[src/rtl/mtc_matcher.sv]
// mtc_matcher: pairs per-slot SL pipeline words with pT-calc results.
//
// Each of the n_PRIMARY_MTC slots captures one SL word and waits for a pT word
// tagged with its index. A hit emits {matched=1, timeout=0, sl, pt}. If nothing
// arrives within TIMEOUT cycles, it emits {matched=0, timeout=1, sl, 0}.
// Emission is registered: mtc_valid pulses for one cycle, and mtc holds the
// last word.
//
// Ports:
//   clock          rising-edge clock
//   rst            asynchronous active-low reset
//   srst           synchronous active-high clear (same effect as rst)
//   ptcalc         c_NUM_THREADS pT words, thread t at [t*PTCALC_WIDTH +: PTCALC_WIDTH]
//   ptcalc_valid   per-thread valid
//   ptcalc_tag     per-thread destination slot, thread t at [t*TAG_W +: TAG_W]
//   sl             n_PRIMARY_MTC SL words, slot i at [i*SLCPIPELINE_WIDTH +: ...]
//   sl_valid       per-slot valid
//   mtc            per-slot output words {matched, timeout, sl, pt}
//   mtc_valid      per-slot one-cycle emission pulse
//   cnt_sl_drop    saturating count of SL words discarded while a slot was busy
//   cnt_pt_orphan  saturating count of pT words with no receptive slot
//   cnt_pt_collide saturating count of pT words that lost to a lower thread
module mtc_matcher #(
  parameter int unsigned PTCALC_WIDTH      = 64,
  parameter int unsigned SLCPIPELINE_WIDTH = 128,
  parameter int unsigned c_NUM_THREADS     = 3,
  parameter int unsigned n_PRIMARY_MTC     = 3,
  parameter int unsigned TIMEOUT           = 32,
  localparam int unsigned TAG_W      = (n_PRIMARY_MTC > 1) ? $clog2(n_PRIMARY_MTC) : 1,
  localparam int unsigned MTC2SL_LEN = SLCPIPELINE_WIDTH + PTCALC_WIDTH + 2
) (
  input  logic                                        clock,
  input  logic                                        rst,
  input  logic                                        srst,
  input  logic [PTCALC_WIDTH*c_NUM_THREADS-1:0]       ptcalc,
  input  logic [c_NUM_THREADS-1:0]                    ptcalc_valid,
  input  logic [TAG_W*c_NUM_THREADS-1:0]              ptcalc_tag,
  input  logic [SLCPIPELINE_WIDTH*n_PRIMARY_MTC-1:0]  sl,
  input  logic [n_PRIMARY_MTC-1:0]                    sl_valid,
  output logic [MTC2SL_LEN*n_PRIMARY_MTC-1:0]         mtc,
  output logic [n_PRIMARY_MTC-1:0]                    mtc_valid,
  output logic [15:0]                                 cnt_sl_drop,
  output logic [15:0]                                 cnt_pt_orphan,
  output logic [15:0]                                 cnt_pt_collide
);

  localparam int unsigned CNT_W = $clog2(TIMEOUT);
  localparam int unsigned SL_W  = SLCPIPELINE_WIDTH;
  localparam int unsigned PT_W  = PTCALC_WIDTH;

  typedef enum logic [0:0] {StIdle, StWait} state_e;

  state_e             state_q [n_PRIMARY_MTC];
  state_e             state_d [n_PRIMARY_MTC];
  logic [CNT_W-1:0]   cnt_q   [n_PRIMARY_MTC];
  logic [CNT_W-1:0]   cnt_d   [n_PRIMARY_MTC];
  logic [SL_W-1:0]    sl_q    [n_PRIMARY_MTC];
  logic [SL_W-1:0]    sl_d    [n_PRIMARY_MTC];

  logic [MTC2SL_LEN*n_PRIMARY_MTC-1:0] mtc_q, mtc_d;
  logic [n_PRIMARY_MTC-1:0]            mtc_valid_q, mtc_valid_d;
  logic [15:0] drop_q, drop_d, orphan_q, orphan_d, collide_q, collide_d;

  // Per-cycle event tallies and hit resolution results.
  logic [15:0]        drop_inc, orphan_inc, collide_inc;
  logic [TAG_W-1:0]   tags     [c_NUM_THREADS];
  logic               hit_found[n_PRIMARY_MTC];
  logic [PT_W-1:0]    hit_pt   [n_PRIMARY_MTC];
  logic               receptive[n_PRIMARY_MTC];

  function automatic logic [15:0] sat_add(input logic [15:0] a, input logic [15:0] b);
    logic [16:0] s;
    s = {1'b0, a} + {1'b0, b};
    return s[16] ? 16'hFFFF : s[15:0];
  endfunction

  always_comb begin
    drop_inc    = '0;
    orphan_inc  = '0;
    collide_inc = '0;
    state_d     = state_q;
    cnt_d       = cnt_q;
    sl_d        = sl_q;
    mtc_d       = mtc_q;
    mtc_valid_d = '0;

    for (int t = 0; t < int'(c_NUM_THREADS); t++) begin
      tags[t] = ptcalc_tag[t*TAG_W +: TAG_W];
      if (ptcalc_valid[t] && (int'(tags[t]) >= int'(n_PRIMARY_MTC))) begin
        orphan_inc = orphan_inc + 16'd1;
      end
    end

    for (int i = 0; i < int'(n_PRIMARY_MTC); i++) begin
      hit_found[i] = 1'b0;
      hit_pt[i]    = '0;
      // A slot can take a pT while waiting, or in the same cycle its SL arrives.
      receptive[i] = (state_q[i] == StWait) || sl_valid[i];
      // Ascending thread order gives the lowest index priority.
      for (int t = 0; t < int'(c_NUM_THREADS); t++) begin
        if (ptcalc_valid[t] && (tags[t] == TAG_W'(i))) begin
          if (!receptive[i]) begin
            orphan_inc = orphan_inc + 16'd1;
          end else if (hit_found[i]) begin
            collide_inc = collide_inc + 16'd1;
          end else begin
            hit_found[i] = 1'b1;
            hit_pt[i]    = ptcalc[t*PT_W +: PT_W];
          end
        end
      end

      case (state_q[i])
        StIdle: begin
          if (sl_valid[i]) begin
            if (hit_found[i]) begin
              mtc_d[i*MTC2SL_LEN +: MTC2SL_LEN] =
                {1'b1, 1'b0, sl[i*SL_W +: SL_W], hit_pt[i]};
              mtc_valid_d[i] = 1'b1;
            end else begin
              state_d[i] = StWait;
              cnt_d[i]   = '0;
              sl_d[i]    = sl[i*SL_W +: SL_W];
            end
          end
        end
        StWait: begin
          // Any SL arriving while busy is lost, including on the resolving cycle.
          if (sl_valid[i]) begin
            drop_inc = drop_inc + 16'd1;
          end
          if (hit_found[i]) begin
            mtc_d[i*MTC2SL_LEN +: MTC2SL_LEN] = {1'b1, 1'b0, sl_q[i], hit_pt[i]};
            mtc_valid_d[i] = 1'b1;
            state_d[i]     = StIdle;
          end else if (cnt_q[i] == CNT_W'(TIMEOUT - 1)) begin
            mtc_d[i*MTC2SL_LEN +: MTC2SL_LEN] = {1'b0, 1'b1, sl_q[i], {PT_W{1'b0}}};
            mtc_valid_d[i] = 1'b1;
            state_d[i]     = StIdle;
          end else begin
            cnt_d[i] = cnt_q[i] + CNT_W'(1);
          end
        end
        default: state_d[i] = StIdle;
      endcase
    end

    drop_d    = sat_add(drop_q, drop_inc);
    orphan_d  = sat_add(orphan_q, orphan_inc);
    collide_d = sat_add(collide_q, collide_inc);

    // Synchronous clear abandons waiting slots without emitting.
    if (srst) begin
      for (int i = 0; i < int'(n_PRIMARY_MTC); i++) begin
        state_d[i] = StIdle;
        cnt_d[i]   = '0;
        sl_d[i]    = '0;
      end
      mtc_d       = '0;
      mtc_valid_d = '0;
      drop_d      = '0;
      orphan_d    = '0;
      collide_d   = '0;
    end
  end

  always_ff @(posedge clock or negedge rst) begin
    if (!rst) begin
      for (int i = 0; i < int'(n_PRIMARY_MTC); i++) begin
        state_q[i] <= StIdle;
        cnt_q[i]   <= '0;
        sl_q[i]    <= '0;
      end
      mtc_q       <= '0;
      mtc_valid_q <= '0;
      drop_q      <= '0;
      orphan_q    <= '0;
      collide_q   <= '0;
    end else begin
      for (int i = 0; i < int'(n_PRIMARY_MTC); i++) begin
        state_q[i] <= state_d[i];
        cnt_q[i]   <= cnt_d[i];
        sl_q[i]    <= sl_d[i];
      end
      mtc_q       <= mtc_d;
      mtc_valid_q <= mtc_valid_d;
      drop_q      <= drop_d;
      orphan_q    <= orphan_d;
      collide_q   <= collide_d;
    end
  end

  assign mtc            = mtc_q;
  assign mtc_valid      = mtc_valid_q;
  assign cnt_sl_drop    = drop_q;
  assign cnt_pt_orphan  = orphan_q;
  assign cnt_pt_collide = collide_q;

endmodule

[config.mk]
export PLATFORM = sky130hd
export DESIGN_NAME = mtc_matcher
export DESIGN_NICKNAME = d
export VERILOG_FILES = /design/src/rtl/mtc_matcher.sv
export SDC_FILE = /design/constraint.sdc
export NUM_CORES = 2
export LEC_CHECK = 0
export CAP_MARGIN = 20
export CORE_AREA = 2 2 479 481
export CTS_CLUSTER_SIZE = 14
export DETAILED_ROUTE_END_ITERATION = 10
export DIE_AREA = 0 0 481 483
export HOLD_SLACK_MARGIN = 0.03
export PLACE_DENSITY = 0.45
export SKIP_LAST_GASP = 1
export SLEW_MARGIN = 25
export SYNTH_ARGS = -nofsm -noshare
export SYNTH_HDL_FRONTEND = slang
export SYNTH_SLANG_ARGS = --single-unit
[constraint.sdc]
create_clock -name clock -period 11.7 [get_ports clock]
set_clock_uncertainty 0.2 [all_clocks]
set_input_delay 1.17 -clock clock [delete_from_list [all_inputs] [get_ports clock]]
set_output_delay 1.17 -clock clock [all_outputs]
set_load 0.01 [all_outputs]
==> impl_metrics.json <==
{
  "status": "finished, final reports clean",
  "rrSetupSlack_ns": 2.40,
  "yosysUniqueCellTypes": 74,
  "cts_resized": 0,
  "die-height_microns": 483,
  "ys_async_sr_fraction_pct": 100,
  "wl_per_cell_microns": 25.6,
  "boundaryPins": 1224,
  "period_needed_ns": 10.56,
  "num_vias": 41271,
  "finalSetupViolCount": 0,
  "finish.instance_area_sq_um": 67100,
  "crit_arrival_ns": 10.98,
  "rsz0062_at_grt": "no",
  "r2r-start": "state_q[2]",
  "critPathMostFrequentCell": "ha_1",
  "antenna_found_initial": 78,
  "synth.area.top_cells": "dfrtp_1, mux2i_1, a22o_1",
  "fmax_mhz": 94.7,
  "clk_path_buf_depth": 3,
  "hold_class": "in -> async",
  "portBuffers": 1223,
  "synth_ff_type": "dfrtp_1",
  "drc": 0,
  "cts_sinks": 1035,
  "drv_slew": 0,
  "synth_top_area_share_pct": 54.9,
  "grt_pass1_vias": 41080,
  "rr_worst_depth": 38,
  "post-cts-setup-buffer-count": 0,
  "crit_end": "cnt_pt_orphan[15]",
  "gr-total-overflow": 0,
  "cts_tree": "done",
  "via_per_inst": 4.79,
  "track_usage_pct": 18.3,
  "start_kind": "input pin",
  "syn-cell-area_sq_um": 47200,
  "cts.htree.levels": 4,
  "nFillCells": 23577,
  "totalWireLength_mm": 220,
  "area_delta_synth_final_pct": 42.2,
  "tightest_slew_ns": 1.15,
  "ys_ff_latch": 1035,
  "finalSetupTns_ns": 0,
  "clk_pin_slew_worst_paths_ns": 0.05,
  "final_core_util_pct": 29.6,
  "critical_path.endpoint_type": "flop",
  "grt_max_degree": 205,
  "cp.required_ns": 12.12,
  "synth_edf_count": 0,
  "die-area_sq_um": 232000,
  "report.final.hold_viol_count": 0,
  "row_count": 175,
  "vdd_drop_max_uv": 133,
  "worstSkewPairLatency_ns": 0.77,
  "gp_congestion": 0.850,
  "r2r_end": "cnt_pt_orphan[15]",
  "seq_area_frac_synth_pct": 54.9,
  "core_sq_um": 227000,
  "p_per_area_nw_per_um2": 147,
  "slew_headroom_pct": 23.3,
  "fin_hold_ws_ns": 0.194,
  "cpPeakStageDelay_ns": 0.58,
  "ant_nets": 0,
  "cap_violations": 0,
  "syn_inst": 4418,
  "root_buffer": "clkbuf_16",
  "leakagePower_uw": 0.0274,
  "firstDrtPassIters": 11,
  "slowest_stage": "clkdlybuf4s50_1",
  "cts-buffers-inserted": 135,
  "fin_crit_sh_pct": 90.3,
  "postCtsHoldBufs": 0,
  "initial_core_util_pct": 20.8,
  "synth_top_cell_by_area": "dfrtp_1",
  "drive_gt1_share_pct": 5.93,
  "hpwl_mm": 154,
  "cp_max_fo": 7,
  "finalNetCount": 6104,
  "placed_cell_area_sq_um": 62600,
  "ys.warnings.count": 0,
  "drt-initial-drc-count": 3832,
  "power_uw": 9870,
  "startpoint": "ptcalc_tag[1]",
  "grt_pass1_wl_mm": 315,
  "avgSynthCellArea_sq_um": 10.7,
  "critPathKind": "in -> reg",
  "fp.dieW_microns": 481
}
[flip-flops by register name, indices dropped and copies added (netlist names)]
register / cells
cnt_sl_drop: 16
cnt_pt_orphan: 16
cnt_pt_collide: 16
sl_q: 384
state_q: 3
cnt_q: 15
mtc_valid: 3
mtc: 582
[layout make-up]
| type | instances | area [sq um] | share of cell area, % |
|---|---|---|---|
| Inverter | 20 | 75.1 | 0.112 |
| Tap cell | 3009 | 3760 | 5.61 |
| Timing Repair Buffer | 1302 | 13000 | 19.4 |
| Antenna cell | 38 | 95.1 | 0.142 |
| Clock inverter | 31 | 398 | 0.593 |
| Sequential cell | 1035 | 25900 | 38.6 |
| Clock buffer | 203 | 3940 | 5.87 |
| Multi-Input combinational cell | 2971 | 19800 | 29.6 |
[worst min path at each step]
stage               from   endpoint  slack, ns  cells past startpoint
3_5_place_dp    mtc[183]   mtc[183]       0.27                      2
4_1_cts              rst   mtc[474]       0.17                      1
5_1_grt              rst   mtc[474]       0.19                      1
2_1_floorplan  sl_q[128]  sl_q[128]       0.27                      1
3_3_place_gp    mtc[438]   mtc[438]       0.26                      2
6_report             rst   mtc[474]       0.19                      1
[synth_stat cells, types with 10 or more instances]
master	n
a211oi_1	259
a21o_1	12
a21oi_1	200
a222oi_1	124
a22o_1	320
a22oi_1	70
and3_1	10
clkbuf_1	382
dfrtp_1	1035
ha_1	45
inv_1	20
mux2i_1	393
nand2_1	627
nand3_1	28
nand4_1	10
nor2_1	326
nor3_1	29
o21ai_0	211
o31ai_1	131
xnor2_1	30
xor2_1	26
[power breakdown]
part	total [uW]	switching, uW	leakage, uW	internal, uW
Combinational	1760	982	0.0112	780
Sequential	3970	157	0.0140	3820
Clock	4140	1740	0.00210	2400
[metal layers]
metal / GRT usage [%] / part of all wire, %
met1: 22.4 / 40
met2: 29.1 / 46
met3: 7.43 / 10
met4: 5.89 / 3.1
met5: 0 / 0.12
[kinds of logic (layout without fill, tap and decap cells)]
| group | after synthesis | after routing | synth area share [%] |
|---|---|---|---|
| muxes | 403 | 403 | 8.59 |
| adders and majority gates | 48 | 48 | 1.32 |
| buffers and inverters | 420 | 1556 | 3.40 |
| AOI/OAI and AO/OA | 1362 | 1362 | 21.1 |
| and+or+nand+nor | 1087 | 1087 | 9.39 |
| DFF | 1035 | 1035 | 54.9 |
| xor gates and xnor gates | 62 | 62 | 1.28 |
| other | 1 | 47 | 0.00795 |
[stage by stage]
| stage | setup WS [ns] | std cells |
|---|---|---|
| floorplan | 1.93 | 4426 |
| global placement | 0.634 | 8334 |
| detailed placement | 0.504 | 8336 |
| CTS | 1.32 | 8570 |
| global route | 0.491 | 8593 |
| finish | 1.14 | 8609 |
[layout by cell type, fill, tap and decap left out, types with 45 or more instances in the layout]
| cell type | count |
|---|---|
| a211oi_1 | 259 |
| a21oi_1 | 200 |
| a222oi_1 | 124 |
| a22o_1 | 320 |
| a22oi_1 | 70 |
| buf_4 | 65 |
| clkbuf_16 | 139 |
| clkdlybuf4s50_1 | 1221 |
| dfrtp_1 | 1032 |
| ha_1 | 45 |
| mux2i_1 | 393 |
| nand2_1 | 627 |
| nor2_1 | 317 |
| o21ai_0 | 210 |
| o31ai_1 | 131 |
[worst max-delay path, delay by kind of cell]
family | cells | cell delay (ns)
adders and majority gates | 11 | 3.48
AOI/OAI and AO/OA | 13 | 2.48
and+or+nand+nor | 11 | 1.64
buffers and inverters | 6 | 1.22
muxes | 2 | 0.58
xor gates and xnor gates | 1 | 0.40
No activity file was read; power rests on OpenSTA's default activity.
